--- src/rtl/vadd_result_pack.sv ---
// Output stage after the vector add/sub block: strips per-byte guard bits from the raw
// result, packs per-element carry/borrow flags into mask words, and registers toward writeback.
module vadd_result_pack #(
    parameter int REQ_DATA_WIDTH = 64,
    parameter int RAW_WIDTH      = 81,
    parameter int SEW_WIDTH      = 2,
    parameter int OPSEL_WIDTH    = 5
) (
    input  logic                      clk,
    input  logic                      rst,
    input  logic                      in_valid,
    output logic                      in_ready,
    input  logic [RAW_WIDTH-1:0]      in_raw,
    input  logic [SEW_WIDTH-1:0]      in_sew,
    input  logic [OPSEL_WIDTH-1:0]    in_opsel,
    input  logic                      in_mask_op,
    input  logic                      in_last,
    output logic                      out_valid,
    input  logic                      out_ready,
    output logic [REQ_DATA_WIDTH-1:0] out_data,
    output logic                      out_is_mask,
    output logic                      out_last
);

    localparam int NBYTES = REQ_DATA_WIDTH / 8;

    logic [REQ_DATA_WIDTH-1:0] w_data;
    logic [NBYTES-1:0]         w_ghi;
    logic [NBYTES-1:0]         w_glo;
    logic [NBYTES-1:0]         w_carry;
    logic [NBYTES-1:0]         w_lanes;
    logic [NBYTES-1:0]         w_flags;
    logic [3:0]                w_n;
    logic [6:0]                w_ptr_sum;
    logic                      w_emit;
    logic [REQ_DATA_WIDTH-1:0] w_acc_upd;
    logic [REQ_DATA_WIDTH-1:0] w_keep;
    logic                      w_out_free;
    logic                      w_accept;
    logic                      w_load;
    logic                      w_unused;

    logic                      r_out_valid;
    logic [REQ_DATA_WIDTH-1:0] r_out_data;
    logic                      r_out_is_mask;
    logic                      r_out_last;
    logic [6:0]                r_mask_ptr;
    logic [REQ_DATA_WIDTH-1:0] r_mask_acc;

    // Byte i occupies raw[10i+9:10i]: low guard, 8 data bits, high (carry) guard.
    for (genvar g = 0; g < NBYTES; g++) begin : g_bytes
        assign w_data[8*g +: 8] = in_raw[10*g+1 +: 8];
        assign w_ghi[g]         = in_raw[10*g+9];
        assign w_glo[g]         = in_raw[10*g];
    end

    assign w_unused = ^{w_glo, in_raw[RAW_WIDTH-1], in_opsel[OPSEL_WIDTH-2:0]};

    // An element's carry lives in the high guard bit of its most-significant byte.
    always_comb begin
        w_carry = '0;
        w_lanes = '0;
        unique case (in_sew)
            2'd0: begin
                w_carry = w_ghi;
                w_lanes = 8'hFF;
            end
            2'd1: begin
                w_carry = {4'b0000, w_ghi[7], w_ghi[5], w_ghi[3], w_ghi[1]};
                w_lanes = 8'h0F;
            end
            2'd2: begin
                w_carry = {6'b000000, w_ghi[7], w_ghi[3]};
                w_lanes = 8'h03;
            end
            default: begin
                w_carry = {7'b0000000, w_ghi[7]};
                w_lanes = 8'h01;
            end
        endcase
    end

    assign w_flags   = in_opsel[OPSEL_WIDTH-1] ? w_carry : (~w_carry & w_lanes);
    assign w_n       = 4'd8 >> in_sew;
    assign w_ptr_sum = r_mask_ptr + {3'b000, w_n};
    assign w_emit    = in_mask_op & ((w_ptr_sum == 7'd64) | in_last);

    assign w_acc_upd = r_mask_acc
                     | ({{(REQ_DATA_WIDTH-NBYTES){1'b0}}, w_flags} << r_mask_ptr[5:0]);
    assign w_keep    = w_ptr_sum[6] ? '1
                                    : ((64'd1 << w_ptr_sum[5:0]) - 64'd1);

    // Non-emitting mask beats only touch the accumulator, so they bypass output backpressure.
    assign w_out_free = ~r_out_valid | out_ready;
    assign in_ready   = w_out_free | (in_mask_op & ~w_emit);
    assign w_accept   = in_valid & in_ready;
    assign w_load     = w_accept & (~in_mask_op | w_emit);

    always_ff @(posedge clk or negedge rst) begin
        if (!rst) begin
            r_out_valid   <= 1'b0;
            r_out_data    <= '0;
            r_out_is_mask <= 1'b0;
            r_out_last    <= 1'b0;
        end else if (w_load) begin
            r_out_valid   <= 1'b1;
            r_out_data    <= in_mask_op ? (w_acc_upd & w_keep) : w_data;
            r_out_is_mask <= in_mask_op;
            r_out_last    <= in_last;
        end else if (out_ready) begin
            r_out_valid   <= 1'b0;
        end
    end

    always_ff @(posedge clk or negedge rst) begin
        if (!rst) begin
            r_mask_ptr <= '0;
            r_mask_acc <= '0;
        end else if (w_accept && in_mask_op) begin
            if (w_emit) begin
                r_mask_ptr <= '0;
                r_mask_acc <= '0;
            end else begin
                r_mask_ptr <= w_ptr_sum;
                r_mask_acc <= w_acc_upd;
            end
        end
    end

    assign out_valid   = r_out_valid;
    assign out_data    = r_out_data;
    assign out_is_mask = r_out_is_mask;
    assign out_last    = r_out_last;

endmodule

--- config.mk ---
export PLATFORM = sky130hd
export DESIGN_NAME = vadd_result_pack
export DESIGN_NICKNAME = d
export VERILOG_FILES = /design/src/rtl/vadd_result_pack.sv
export SDC_FILE = /design/constraint.sdc
export NUM_CORES = 1
export LEC_CHECK = 0
export ABC_CLOCK_PERIOD_IN_PS = 3200
export BUFFER_PORTS_ARGS = -buffer_cell sky130_fd_sc_hd__clkbuf_2
export CAP_MARGIN = 25
export CELL_PAD_IN_SITES_DETAIL_PLACEMENT = 2
export CELL_PAD_IN_SITES_GLOBAL_PLACEMENT = 2
export CORE_AREA = 4 4 178 180
export CTS_BUF_LIST = sky130_fd_sc_hd__clkbuf_8
export DETAILED_ROUTE_END_ITERATION = 6
export DIE_AREA = 0 0 182 184
export GPL_TIMING_DRIVEN = 0
export HOLD_SLACK_MARGIN = 0.05
export PLACE_DENSITY_LB_ADDON = 0.1
export SYNTH_ARGS = -nofsm -noshare
export SYNTH_HDL_FRONTEND = slang
export SYNTH_SLANG_ARGS = --single-unit
--- constraint.sdc ---
create_clock -name clk -period 3.2 [get_ports clk]
set_input_delay 0.48 -clock clk [delete_from_list [all_inputs] [get_ports clk]]
set_output_delay 0.48 -clock clk [all_outputs]
set_load 0.05 [all_outputs]
* Word-level counts from Yosys, hierarchy flattened
Index checks and enable logic that the tools add are counted. W data, S select, Z words.
Word-level totals: register bits after elaboration 138, bits in latches 0, memory bits (writable) 0, ROM bits 0, input bits 94, output and inout port bits 68, logic and storage cells 41, memories kept 0
Cells by class: $add $sub $neg 2, $mul 0, div/mod/pow operators 0, magnitude comparators 0, eq/ne operators 3, shifts and indexed selects 3, muxes and demuxes 9, bitwise operators 15, reduce and logical (&&, ||, !) cells 3
Operators by type and width (count):
- $mux W64 | 3
- $and A64 B64 Y64 | 1
- $or A64 B64 Y64 | 1
- $shl A1 B6 Y64 const A | 1
- $shl A8 B6 Y64 | 1
- $sub A64 B1 Y64 const B | 1
- $pmux W8 S3 | 2
- $and A8 B8 Y8 | 1
- $mux W8 | 1
- $not A8 Y8 | 1
- $add A7 B4 Y7 | 1
- $eq A7 B7 Y1 const B | 1
- $mux W7 | 1
- $and A1 B1 Y1 | 4
- $or A1 B1 Y1 | 4
- $shr A4 B2 Y4 const A | 1
- $not A1 Y1 | 3
- $eq A2 B1 Y1 const B | 1
- $eq A2 B2 Y1 const B | 1
- $logic_not A2 Y1 | 1
- $mux W1 | 2
- $reduce_bool A2 Y1 | 1
- $logic_and A1 B1 Y1 | 1

* Longest topological paths before layout
Gate-level depths: netlist of the first run.
depth after elaboration 11, gate-level depth with buffers 19, depth with buffers taken out 14

* Worst setup path after synthesis of the first run
Ideal clock, no wire load.
path kind input-to-reg, start point input port in_sew[0], end point register r_out_data[44], in the netlist out_data[44], library setup time 101 ps, arrival time 4014 ps, data required time 3099 ps, slack -915 ps, stages on the path 18, path through buf_2 > or2_2 > clkinv_1 > ha_1 > buf_2 > a21oi_2 > o221ai_1 > o21ai_1 > buf_2 > nor2_1 > inv_1 > ha_1 > clkbuf_2 > o221ai_2 > nor4b_2 > a211oi_1 > o311a_1 > nor4_1
Between the ends: word-level cells in the longest chain between the ends 10, elaborated cells on any way between the ends 26, those cells by class add/sub (2); eq/ne (3); shift (3); mux (5); bitwise (12); reduce/logical (1)
RTL lines:
- start, declared | RTL line 14 | input logic [SEW_WIDTH-1:0] in_sew,
- parallel branches: the longest is 10 deep, another holds $sub A64 B1 Y64
- end signal, assigned | RTL line 107 | r_out_data <= in_mask_op ? (w_acc_upd & w_keep) : w_data;
- end, declared | RTL line 44 | logic [REQ_DATA_WIDTH-1:0] r_out_data;
Parallel ways; which one is timed is not known. A chain may end at the register's enable or synchronous reset.

* Final worst setup path of the first run
start point register r_mask_ptr[1], end point register r_out_data[54], in the netlist out_data[54]
Between the ends: word-level cells in the longest chain between the ends 9, elaborated cells on any way between the ends 17, those cells by class add/sub (2); eq/ne (1); shift (2); mux (2); bitwise (10)
RTL lines:
- start, declared | RTL line 47 | logic [6:0] r_mask_ptr;
- start signal, assigned | RTL line 124 | r_mask_ptr <= w_ptr_sum;
- parallel branches: the longest is 9 deep, another holds $sub A64 B1 Y64
Parallel ways; which one is timed is not known.

==> reports/metrics.cfg, run 1 <==
[power_and_ir_drop]
clkPwrFrac=0.178
switching_share=0.5027
p_int_w=0.004362
power.switching_w=0.004410
p_per_area_mw_per_mm2=674.0
p_comb_frac=0.585
vdd_drop_max_uv=258.2
power.static_leakage_nw=5.621
power_frac_seq=0.238

[floorplanning]
die_h_um=184
die_w_um=182
io_pins=162
die_area_mm2=0.03349
core_mm2=0.03019
core.rowCount=64
start_util=0.3063

[sta]
relSlewSlack=0.3107
worstMarginPinSlew_ns=1.030
fin_crit_sh=1.059
hold_viol_final=0
skew_ns=0.02100
hold_slack_ns=0.2340
fmax_mhz=295.0
setup_tns_ns=-2.940
rsz0062_at_grt=yes
fin_ws_ns=-0.1898
slew_viol_final=0
period_needed_ns=3.390
setup_viol=48

[worst_hold_path]
hp-class=in -> reg

[worst_setup_path]
critPathMaxFanout=6
r2r_start=r_mask_ptr[1]$_DFFE_PN0P_
required_ns=3.63
crit_path_start_kind=flip-flop
cp-endpoint=out_data[54]$_DFFE_PN0P_
cp.arrival_ns=3.82
ff2ff_path_depth=13
r2r_slack_ns=-0.19
criticalPathCategory=reg -> reg
endpoint_kind=flip-flop
rr_endpoint=out_data[54]$_DFFE_PN0P_
critical_path.startpoint=r_mask_ptr[1]$_DFFE_PN0P_

[synthesis]
yosysTopAreaCellShare=0.3734
synthesis.area_mm2=0.009248
synth_seq_area_share=0.3734
synthDistinctLibCells=89
ys_async_sr_fraction=1.000
synth_enable_flop_cells=0
ys_warn_count=0
synth.largest_area_cell=dfrtp_1
ys_ff_latch=138
yosysMostFrequentCell=a21oi_1
ys.flop_type=dfrtp_1
ys_top_cells_by_area=dfrtp_1 37%, a21oi_1 9.5%, nor2_1 7.0%
syn_area_per_cell_um2=8.069
syn_inst=1146
syn-num-nets=1246
synth_commonest_cells=176 x a21oi_1, 172 x nor2_1, 138 x dfrtp_1

[job]
max_cap_violations=0

[cts]
cts_buffers=17
clk_pin_slew_ns=0.11
cts.sink_count=138
cts_root_buf=clkbuf_8
clk_latency_ns=0.49
clk_path_buf_depth=2
h-tree-depth=4
cts_tree=built

[routing]
vias_per_cell=6.060
drt-total-wl_um=55130
antenna_left=0
vias=10975
drc=0
drt_pass1_iterations=7
routedWlPerCell_um=30.44
drt-initial-drc-count=969

[placement]
placed_cells=1692
gp_congestion=0.9460
pre_cts_ws_ns=-1.602
dp_hpwl_um=40310
port_buffers=146

[final_layout]
fin_nets=1502
multiInputGateArea_mm2=0.006470
seq_area_mm2=0.003455
fill_cells=3370
num_antenna_cells=0
area_growth_syn_to_layout_pct=40.75
drive_gt1_frac=0.3597
finalNonFillerCells=1811
post-route-util=0.4312

[global_route]
grt_antenna_before_repair=3
grt_overflow=0
grt_pass1_vias=11222
grt_use_total=0.3123
grt_max_degree=104
grt_pass1_wl_um=77760

[outcome]
violations=negative setup slack
status=finished with violations

-- through the flow --
step / instance area, um2 / total power (W)
after floorplan: 9477 / 0.004611
after global placement: 10700 / 0.005911
after detailed placement: 10760 / 0.005970
after CTS: 12220 / 0.008125
after global routing: 13020 / 0.009081
final: 13020 / 0.008773
-- repair_timing --
action                                  4_1_cts  5_1_grt
gates cloned                                  1        1
endpoints found under the setup margin      139      137
hold endpoints to repair                     35        0
resized for setup                           150      126
hold buffers                                  1        0
pin swaps                                    28       28
setup buffers                                56       35
-- worst min-delay path by stage --
stage / startpoint / to / cells past startpoint
global route: in_raw[71] / out_data[56]$_DFFE_PN0P_ / 3
finish: in_raw[47] / out_data[38]$_DFFE_PN0P_ / 3
CTS: in_raw[47] / out_data[38]$_DFFE_PN0P_ / 3
floorplan: rst / out_data[0]$_DFFE_PN0P_ / 0
global placement: out_data[22]$_DFFE_PN0P_ / out_data[22]$_DFFE_PN0P_ / 2
detailed placement: rst / out_data[54]$_DFFE_PN0P_ / 1
-- critical path: stages (launching register included) --
cell	delay (ns)
dfrtp_1	0.42
ha_4	0.37
a21oi_4	0.08
buf_12	0.14
buf_4	0.14
o22ai_4	0.36
xnor2_4	0.18
o41a_1	0.51
buf_6	0.18
nor2_4	0.21
buf_4	0.18
o31a_1	0.32
o2bb2ai_1	0.12
nor2_1	0.10
-- cells in the final DEF, fill, tap and decap left out, drive strengths merged, types with 11 or more instances in the layout --
master	instances
o31ai	17
and3	18
buf	126
nor3	29
clkbuf	211
a21o	19
nand3	36
mux2i	14
o211ai	14
inv	21
nand2	85
o21ai	64
a31oi	33
a211oi	14
nor2	173
dfrtp	138
a21oi	178
o22ai	18
xnor2	21
xor2	11
-- flip-flops by register name, indices dropped and copies added, names as in the netlist --
register / flops
out_is_mask: 1
out_data: 64
out_last: 1
r_mask_ptr: 7
out_valid: 1
r_mask_acc: 64
-- power groups by stage --
stage | sequential [W] | combinational, W | clock, W
6_report | 0.00208 | 0.00513 | 0.00156
5_1_grt | 0.00211 | 0.00533 | 0.00165
4_1_cts | 0.00208 | 0.00448 | 0.00157
3_5_place_dp | 0.00212 | 0.00385 | 0
3_3_place_gp | 0.00210 | 0.00381 | 0
2_1_floorplan | 0.00260 | 0.00201 | 0
-- cell type report --
| cell class | instances | area share |
|---|---|---|
| Inverter | 14 | 0.004902 |
| Clock buffer | 17 | 0.01798 |
| Tap cell | 396 | 0.03807 |
| Timing Repair Buffer | 244 | 0.1242 |
| Multi-Input combinational cell | 909 | 0.4971 |
| Clock inverter | 15 | 0.01307 |
| Sequential cell | 138 | 0.2654 |
| Buffer | 78 | 0.03932 |
-- layer usage --
metal  GRT usage  part of all wire
met1      0.4197              0.42
met2      0.5037              0.46
met3     0.05758             0.072
met4      0.1162             0.043
met5           0           0.00054
-- cells by family (layout without fill, tap and decap cells) --
family,Yosys count,in the layout,share of synthesized area
AOI/OAI and AO/OA,448,448,0.3129
xor gates and xnor gates,32,32,0.03031
adders and majority gates,6,6,0.008118
buffers and inverters,99,368,0.04735
DFF,138,138,0.3734
muxes,20,20,0.02530
and+or+nand+nor,403,403,0.2025
No activity file was read; power rests on OpenSTA's default activity.
==> run 2: changes to the inputs <==
==> constraint.sdc (replaced) <==
create_clock -name clk -period 3.2 [get_ports clk]
set_input_delay 0.48 -clock clk [delete_from_list [all_inputs] [get_ports clk]]
set_output_delay 0.48 -clock clk [all_outputs]
set_load 0.02 [all_outputs]
==> run 2 against run 1 <==
- the flow still finishes with violations (negative setup slack)
- fmax shrank 3.2%
- core utilization grew 1.4 points
- sequential power is essentially flat
- final area increased by 3.3%
- critical path depth up 2
- worst hold slack better by 0.0090 ns
- count of clock-buffer cells in the layout is the same
- clock power is essentially flat
- via count up 1.7%
- worst setup slack worse by 0.11 ns
- die area unchanged
- critical endpoint is now out_data[28]$_DFFE_PN0P_
==> reports/metrics.cfg, run 2 (synthesis gave the netlist of run 1 again) <==
[outcome]
status=finished with violations
violations=negative setup slack

[routing]
routedWlPerCell_um=30.99
drt-initial-drc-count=972
vias=11160
drt_pass1_iterations=5
antenna_left=0
vias_per_cell=6.142
drt-total-wl_um=56310
drc=0

[floorplanning]
core_mm2=0.03019
core.rowCount=64
die_w_um=182
io_pins=162
start_util=0.3063
die_area_mm2=0.03349
die_h_um=184

[worst_setup_path]
endpoint_kind=flip-flop
ff2ff_path_depth=15
slowest_stage=dfrtp_1
cp.arrival_ns=3.87
cp_common_cell=ha_4
r2r_start=r_mask_ptr[2]$_DFFE_PN0P_
criticalPathCategory=reg -> reg
critPathMaxFanout=6
cpPeakStageDelay_ns=0.44
required_ns=3.56
r2r_slack_ns=-0.30
critical_path.top_delay_family=compound AO/OA/AOI/OAI gates
crit_buf_inv=4
rr_endpoint=out_data[28]$_DFFE_PN0P_
crit_path_start_kind=flip-flop
path_cells=ha_4, a21oi_1, a21oi_2, o211ai_1, buf_4, nor2_4, inv_1, ha_4, buf_8, o221ai_4, buf_6, o21ai_0, mux2i_1, a211oi_1, o31ai_1

[job]
max_cap_violations=0

[final_layout]
area_growth_syn_to_layout_pct=45.35
mostFrequentLayoutCell=clkbuf_2
post-route-util=0.4453
multiInputGateArea_mm2=0.006740
final_cell_mix=160 x clkbuf_2, 151 x nor2_1, 141 x a21oi_1
num_antenna_cells=0
drive_gt1_frac=0.3892
finalNonFillerCells=1817
fill_cells=3369
fin_nets=1508
seq_area_mm2=0.003455

[sta]
worstMarginPinSlew_ns=1.089
relSlewSlack=0.2714
skew_ns=0.02239
fin_ws_ns=-0.3029
setup_tns_ns=-3.755
setup_viol=41
rsz0062_at_grt=yes
fin_crit_sh=1.095
hold_viol_final=0
fmax_mhz=285.5
hold_slack_ns=0.2430
period_needed_ns=3.503
slew_viol_final=0

[power_and_ir_drop]
vdd_drop_max_uv=232.8
p_per_area_mw_per_mm2=636.5
p_total_w=0.008556
power.static_leakage_nw=5.717

[worst_hold_path]
hold_end=out_data[32]$_DFFE_PN0P_
worstHoldStart=in_raw[41]
hp-class=in -> reg
hold_depth=3

[cts]
cts_tree=built
h-tree-depth=4
clk_latency_ns=0.50
cts.sink_count=138
clk_pin_slew_ns=0.10
clk_path_buf_depth=2
cts_buffers=17
cts_root_buf=clkbuf_8

[placement]
dp_hpwl_um=40140
port_buffers=146
gp_congestion=0.9415
placed_cells=1692

[global_route]
grt_pass1_wl_um=77700
grt_max_degree=96
grt_pass1_vias=11266
grt_antenna_before_repair=1
grt_overflow=0
grt_use_total=0.3140

## run 2: what timing repair did
action	4_1_cts	5_1_grt
pin swaps	33	46
setup buffers	53	42
hold endpoints to repair	43	0
gates cloned	0	4
hold buffers	1	0
setup endpoints to repair	139	131
resized for setup	141	231
## run 2: worst min-delay path, cell delays in order
cell and delay [ns]:
clkbuf_2 0.08, nand3_1 0.06, nand3_1 0.08
## run 2: how the worst max path moves through the flow
stage,from,end,slack [ns],cells past startpoint
after floorplan,in_sew[0],out_data[38]$_DFFE_PN0P_,-0.25,16
after global placement,in_sew[1],out_data[36]$_DFFE_PN0P_,-1.56,17
after detailed placement,in_sew[1],out_data[24]$_DFFE_PN0P_,-1.57,11
after CTS,r_mask_ptr[2]$_DFFE_PN0P_,in_ready,-0.15,10
after global routing,r_mask_ptr[2]$_DFFE_PN0P_,out_data[28]$_DFFE_PN0P_,-0.33,15
final,r_mask_ptr[2]$_DFFE_PN0P_,out_data[28]$_DFFE_PN0P_,-0.30,15
## run 2: through the flow
stage	cell area, um2	setup WS [ns]
6_report	13440	-0.3029
5_1_grt	13440	-0.3339
4_1_cts	12120	-0.1490
3_5_place_dp	10760	-1.566
3_3_place_gp	10700	-1.556
2_1_floorplan	9477	-0.2466
## run 2: routing by layer
layer  vias to the layer above  wire, um  global-route usage
met4                         2      2561              0.1072
met2                       521     26480              0.5088
met5                         -        13                   0
met1                      5757     23320              0.4198
met3                       134      3932             0.06470
li1                       4746         -                   -
## run 2: where the power goes
group | switching [W] | total, W | internal [W] | leakage [nW]
Clock | 0.000907 | 0.00155 | 0.000647 | 0.197
Combinational | 0.00311 | 0.00491 | 0.00180 | 3.71
Sequential | 0.000145 | 0.00209 | 0.00195 | 1.81
## run 2: cell type report
| class | count | share of cell area |
|---|---|---|
| multi-input combinational | 909 | 0.5014 |
| sequential | 138 | 0.2570 |
| timing repair buffer | 250 | 0.1271 |
| clock inverter | 15 | 0.01173 |
| tap | 396 | 0.03686 |
| inverter | 14 | 0.004375 |
| buffer | 78 | 0.04412 |
| clock buffer | 17 | 0.01741 |
